## src/rtl/fir_pkg.sv

```systemverilog
// Types and handshake helpers shared between the FIR and its coefficient loader.
package fir_pkg;

    typedef enum logic [1:0] {
        IDLE = 2'd0,
        GATE = 2'd1,
        LOAD = 2'd2
    } ldr_state_e;

    function automatic logic beat_fire(input logic valid, input logic busy);
        return valid & ~busy;
    endfunction

    function automatic logic beat_stall(input logic valid, input logic busy);
        return valid & busy;
    endfunction

endpackage

```

## src/rtl/fir_coef_bank.sv

```systemverilog
// Shadow coefficient register file: one write port, one combinational read port.
module fir_coef_bank
    import fir_pkg::*;
#(
    parameter int DWIDTH = 8,
    parameter int AWIDTH = 6,
    parameter int WINLEN = 64
) (
    input  logic              clk,
    input  logic              rst_n,
    input  logic              we,
    input  logic [AWIDTH-1:0] waddr,
    input  logic [DWIDTH-1:0] wdata,
    input  logic [AWIDTH-1:0] raddr,
    output logic [DWIDTH-1:0] rdata
);

    logic [DWIDTH-1:0] mem_r [WINLEN];

    // Storage array, cleared on reset, one word written per enabled cycle
    always_ff @(posedge clk or negedge rst_n) begin
        if (!rst_n) begin
            for (int i = 0; i < WINLEN; i++) begin
                mem_r[i] <= {DWIDTH{1'b0}};
            end
        end else begin
            for (int i = 0; i < WINLEN; i++) begin
                if (we && (waddr == AWIDTH'(i))) begin
                    mem_r[i] <= wdata;
                end
            end
        end
    end

    // Read mux; out-of-range addresses read as zero
    always_comb begin
        rdata = {DWIDTH{1'b0}};
        for (int i = 0; i < WINLEN; i++) begin
            rdata = rdata | ((raddr == AWIDTH'(i)) ? mem_r[i] : {DWIDTH{1'b0}});
        end
    end

endmodule

```

## src/rtl/fir_coef_loader.sv

```systemverilog
// Streams the shadow coefficient bank into the FIR and gates the sample stream
// until a complete load has finished.
module fir_coef_loader
    import fir_pkg::*;
#(
    parameter int DWIDTH = 8,
    parameter int AWIDTH = 6,
    parameter int WINLEN = 64
) (
    input  logic              clk,
    input  logic              rst_n,
    input  logic              host_we,
    input  logic [AWIDTH-1:0] host_addr,
    input  logic [DWIDTH-1:0] host_data,
    output logic              host_err,
    input  logic              load_start,
    output logic              load_busy,
    output logic              load_done,
    output logic              coef_ok,
    output logic              cfg_valid,
    input  logic              cfg_busy,
    output logic [AWIDTH-1:0] cfg_addr,
    output logic [DWIDTH-1:0] cfg_data,
    input  logic              src_valid,
    output logic              src_busy,
    input  logic [DWIDTH-1:0] src_data,
    output logic              fir_din_valid,
    input  logic              fir_din_busy,
    output logic [DWIDTH-1:0] fir_din_data
);

    localparam logic [AWIDTH-1:0] LAST_IDX = AWIDTH'(WINLEN - 1);

    ldr_state_e        state_r, next_state_s;
    logic              pend_r, pass_s, pass_q_s, din_stall_s;
    logic              cfg_valid_r, load_busy_r, load_done_r, coef_ok_r, host_err_r;
    logic [AWIDTH-1:0] cfg_addr_r, rd_addr_s;
    logic [DWIDTH-1:0] cfg_data_r, rd_data_s;
    logic              cfg_fire_s, last_beat_s, enter_load_s, wr_ok_s;

    fir_coef_bank #(
        .DWIDTH(DWIDTH),
        .AWIDTH(AWIDTH),
        .WINLEN(WINLEN)
    ) u_bank (
        .clk  (clk),
        .rst_n(rst_n),
        .we   (wr_ok_s),
        .waddr(host_addr),
        .wdata(host_data),
        .raddr(rd_addr_s),
        .rdata(rd_data_s)
    );

    // Sample gate: a beat already offered to the FIR keeps the gate open until it transfers
    always_comb begin
        pass_s        = coef_ok_r & (state_r == IDLE);
        pass_q_s      = pass_s | pend_r;
        fir_din_valid = src_valid & pass_q_s;
        src_busy      = fir_din_busy | ~pass_q_s;
        fir_din_data  = src_data;
        din_stall_s   = beat_stall(fir_din_valid, fir_din_busy);
    end

    // Next-state logic, beat bookkeeping and bank read address
    always_comb begin
        next_state_s = state_r;
        cfg_fire_s   = beat_fire(cfg_valid_r, cfg_busy);
        last_beat_s  = cfg_fire_s & (state_r == LOAD) & (cfg_addr_r == LAST_IDX);
        wr_ok_s      = host_we & (state_r == IDLE) & (int'(host_addr) < WINLEN);
        case (state_r)
            IDLE: begin
                if (load_start) begin
                    next_state_s = din_stall_s ? GATE : LOAD;
                end else begin
                    next_state_s = IDLE;
                end
            end
            GATE: begin
                if (!din_stall_s) begin
                    next_state_s = LOAD;
                end else begin
                    next_state_s = GATE;
                end
            end
            LOAD: begin
                if (last_beat_s) begin
                    next_state_s = IDLE;
                end else begin
                    next_state_s = LOAD;
                end
            end
            default: next_state_s = IDLE;
        endcase
        enter_load_s = (next_state_s == LOAD) & (state_r != LOAD);
        rd_addr_s    = enter_load_s ? {AWIDTH{1'b0}} : (cfg_addr_r + AWIDTH'(1));
    end

    // State, status flags and the pending-din-beat tracker
    always_ff @(posedge clk or negedge rst_n) begin
        if (!rst_n) begin
            state_r     <= IDLE;
            load_busy_r <= 1'b0;
            load_done_r <= 1'b0;
            coef_ok_r   <= 1'b0;
            host_err_r  <= 1'b0;
            pend_r      <= 1'b0;
        end else begin
            state_r     <= next_state_s;
            load_busy_r <= (next_state_s != IDLE);
            load_done_r <= last_beat_s;
            coef_ok_r   <= coef_ok_r | last_beat_s;
            host_err_r  <= host_we & ~wr_ok_s;
            pend_r      <= din_stall_s;
        end
    end

    // Coefficient beat registers; the index stops at the last tap and never wraps
    always_ff @(posedge clk or negedge rst_n) begin
        if (!rst_n) begin
            cfg_valid_r <= 1'b0;
            cfg_addr_r  <= {AWIDTH{1'b0}};
            cfg_data_r  <= {DWIDTH{1'b0}};
        end else if (enter_load_s) begin
            cfg_valid_r <= 1'b1;
            cfg_addr_r  <= {AWIDTH{1'b0}};
            cfg_data_r  <= rd_data_s;
        end else if (last_beat_s) begin
            cfg_valid_r <= 1'b0;
        end else if (cfg_fire_s && (state_r == LOAD)) begin
            cfg_addr_r  <= rd_addr_s;
            cfg_data_r  <= rd_data_s;
        end
    end

    assign cfg_valid = cfg_valid_r;
    assign cfg_addr  = cfg_addr_r;
    assign cfg_data  = cfg_data_r;
    assign load_busy = load_busy_r;
    assign load_done = load_done_r;
    assign coef_ok   = coef_ok_r;
    assign host_err  = host_err_r;

endmodule

```

## config.mk

```make
export PLATFORM = sky130hd
export DESIGN_NAME = fir_coef_loader
export DESIGN_NICKNAME = d
export VERILOG_FILES = /design/src/rtl/fir_pkg.sv /design/src/rtl/fir_coef_bank.sv /design/src/rtl/fir_coef_loader.sv
export SDC_FILE = /design/constraint.sdc
export NUM_CORES = 1
export LEC_CHECK = 0
export ABC_AREA = 1
export BUFFER_PORTS_ARGS = -buffer_cell sky130_fd_sc_hd__buf_2
export CORE_ASPECT_RATIO = 0.5
export CORE_MARGIN = 3
export CORE_UTILIZATION = 35
export DETAILED_ROUTE_END_ITERATION = 12
export SETUP_SLACK_MARGIN = 0.4
export SLEW_MARGIN = 20
export SYNTH_ARGS = -nofsm -noshare
export SYNTH_HDL_FRONTEND = slang
export SYNTH_SLANG_ARGS = --single-unit
export TNS_END_PERCENT = 20
```

## constraint.sdc

```tcl
create_clock -name clk -period 6.3 [get_ports clk]
set_input_delay 1.26 -clock clk [delete_from_list [all_inputs] [get_ports clk]]
set_output_delay 1.26 -clock clk [all_outputs]
set_load 0.01 [all_outputs]
```

==> summary.md <==
| Metric | Value |
|---|---|
| Final setup fails | 0 |
| Register bit total from synthesis | 534 |
| Hold crit path type | reg2reg |
| Crit Path Class | in2reg |
| Via-per-instance ratio | 5.46 |
| Syn Inst Count | 3053 |
| H-tree levels | 2 |
| Tot GR Track Use | 0.235 |
| Net Count, Synth | 3083 |
| Synth Area per Inst | 7.93 um2 |
| Grt peak-use layer | met2 |
| Met1 Use GR | 0.337 |
| Mapped cell area | 24200 um2 |
| Register area | 13400 um2 |
| Number of port buffers | 41 |
| Hpwl dp | 54.8 mm |
| Total Wirelength | 85.6 mm |
| Fillers | 6876 |
| Crit start category | input pin |
| Nets | 3024 |
| Unique masters post-synth | 26 |
| Sequential area share after synthesis | 0.552 |
| Total gr overflow | 0 |
| RSZ-0062 raised after global routing | false |
| Headroom to the max-slew limit | 0.264 |
| Hold WS | 0.483 ns |
| Clock tree sinks | 534 |
| DR WL/cell | 21.8 um |
| CTS clk-pin slew, worst paths | 0.06 ns |
| TNS Setup | 0 ns |
| Synth top area share | 0.552 |
| MaxCap Viol Count | 0 |
| Core Box Area | 67700 um2 |
| Fin. max-slew vios | 0 |
| 1st-iter DRT viols | 2964 |
| Crit path DAT | 4.48 ns |
| Met3 usage in global routing | 0.0488 |
| DIE HEIGHT | 192 um |
| CTS hold repair buffers | 0 |
| Post-route minimum period | 4.00 ns |
| Cell chain of the critical path | buf_2 -> nor2_1 -> nor2_1 -> nand3_4 -> nand2_2 -> inv_1 -> nand2_1 -> nor2_1 -> nand2_1 -> nand2_1 -> nor2_1 -> nand2_1 -> nor2_1 -> nand3_1 -> nor2_1 -> nor2_1 |
| CTS Root Cell | clkbuf_16 |
| Via count | 21500 |
| Power per cell area | 343 nW/um2 |
| FMAX | 0.250 GHz |
| Die width | 378 um |
| Share of layout cells above drive strength 1 | 0.0722 |
| ANT nets after route | 0 |
| Worst setup EP type | register |
| Final setup margin | 2.30 ns |
| Final Cycle Share | 0.635 |
| Most frequent cells in the layout | nand2_1, dfrtp_1, o21ai_0 |
| Critical Path RT | 6.78 ns |
| Antenna violations before repair | 1 |
| CTS buffer count | 52 |
| CP most frequent cell | nor2_1 |
| I/O pins | 58 |
| Top post-synthesis cells by area | dfrtp_1, nand2_1, o21ai_0 |
| Die area | 72500 um2 |
| Yosys warns | 0 |
| Routability Congestion | 0.968 |
| Slowest cell on the critical path | nand2_1 |
| DRC viols | 0 |
| Slowest stage delay, CP | 0.58 ns |
| Antenna fix cells | 0 |
| Status | finished, final reports clean |
| CTS resizes | 0 |
| Worst Skew | 0.0128 ns |
| Post CTS Setup Buffer Count | 0 |
| Pwr Total | 9.23 mW |
| Vias in the first global route | 20000 |
| Clock buffer depth | 3 |
| DR pass1 iterations | 6 |
| Worst-Skew Late Latency | 0.59 ns |
| FP Rows | 67 |
| Leakage | 12.9 nW |
| Area Overhead vs Synth | 11.0% |
| Worst-Margin Slew | 1.10 ns |
| Commonest non-fill, non-tap cell in the layout | nand2_1 |
| Starting Density | 0.357 |
| CTS tree | done |
| Dominant cell type by area after synthesis | dfrtp_1 |
| First-pass GRT wire length | 130 mm |
| Area occupied by multi-input gates | 9930 um2 |
| Largest net degree at the start of global routing | 112 |
| Crit Path Max Fanout | 17 |
| Met2 usage | 0.353 |
| Endpoints failing hold | 0 |
| Core Util, Final | 0.397 |
| Dpl ws | 1.96 ns |
| Peak supply drop | 0.199 mV |
==> kinds of logic after synthesis <==
group           after synthesis  synth area share
simple gates               1747             0.297
flops                       534             0.552
compound gates              531             0.110
buf+inv                     240            0.0408
fa+ha+maj                     1          0.000517
==> synthesized netlist by cell type <==
library cell	count
nand2_1	1122
dfrtp_1	534
o21ai_0	526
nand3_1	310
nor2_1	250
clkbuf_1	138
buf_2	36
inv_1	33
nand4_1	26
nor2_2	15
inv_2	12
buf_4	9
clkinv_1	8
nand3_2	5
nor2_4	5
nor3_1	5
buf_1	3
nand2_2	3
nand3_4	3
o21ai_1	2
o21ai_2	2
or2_2	2
a21oi_1	1
buf_6	1
ha_1	1
nor4_1	1
==> state kept, by name, summed over array words and instances, names as in the netlist <==
register	cells
load_busy	1
load_done	1
coef_ok	1
host_err	1
u_bank.mem_r	512
cfg_valid	1
pend_r	1
state_r	2
cfg_addr	6
cfg_data	8
==> critical path, delay by kind of cell <==
kind	cells	cell delay, ns
simple gates	14	3.04
buf+inv	2	0.15
==> final timing paths <==
| path | startpoint | to | slack (ns) | cells past startpoint |
|---|---|---|---|---|
| min in group asynchronous | rst_n | u_bank.mem_r[263]$_DFFE_PN0P_ | 0.70 | 1 |
| max in group asynchronous | rst_n | u_bank.mem_r[319]$_DFFE_PN0P_ | 3.98 | 2 |
| setup / recovery | load_start | cfg_data[6]$_DFFE_PN0P_ | 2.30 | 16 |
| hold reg to reg | u_bank.mem_r[292]$_DFFE_PN0P_ | u_bank.mem_r[292]$_DFFE_PN0P_ | 0.48 | 2 |
| hold / removal | u_bank.mem_r[292]$_DFFE_PN0P_ | u_bank.mem_r[292]$_DFFE_PN0P_ | 0.48 | 2 |
| setup reg to reg | state_r[1]$_DFF_PN0_ | cfg_data[6]$_DFFE_PN0P_ | 2.52 | 16 |
==> final cells by class <==
class                           count  area share
Clock buffer                       80      0.0583
Clock inverter                     14     0.00642
Inverter                           53     0.00745
Multi-Input combinational cell   2279       0.369
Sequential cell                   534       0.497
Tap cell                          897      0.0418
Timing Repair Buffer               74      0.0196
==> power by group <==
part | switching (mW) | leakage, nW | total, mW | internal, mW
Combinational | 1.64 | 4.70 | 2.04 | 0.401
Sequential | 0.216 | 7.36 | 3.95 | 3.73
Clock | 1.37 | 0.861 | 3.24 | 1.87
Total | 3.23 | 12.9 | 9.23 | 6.00
==> layer usage <==
layer,vias up,share of wire
li1,9810,-
met1,10400,0.44
met2,1054,0.43
met3,195,0.096
met4,0,0.036
met5,-,0
==> metrics by stage <==
stage,cell area [um2],std cells
floorplan,24200,3053
global placement,25100,3837
detailed placement,25100,3837
CTS,26900,3931
global route,26900,3931
finish,26900,3931
No activity file was read; power rests on OpenSTA's default activity.
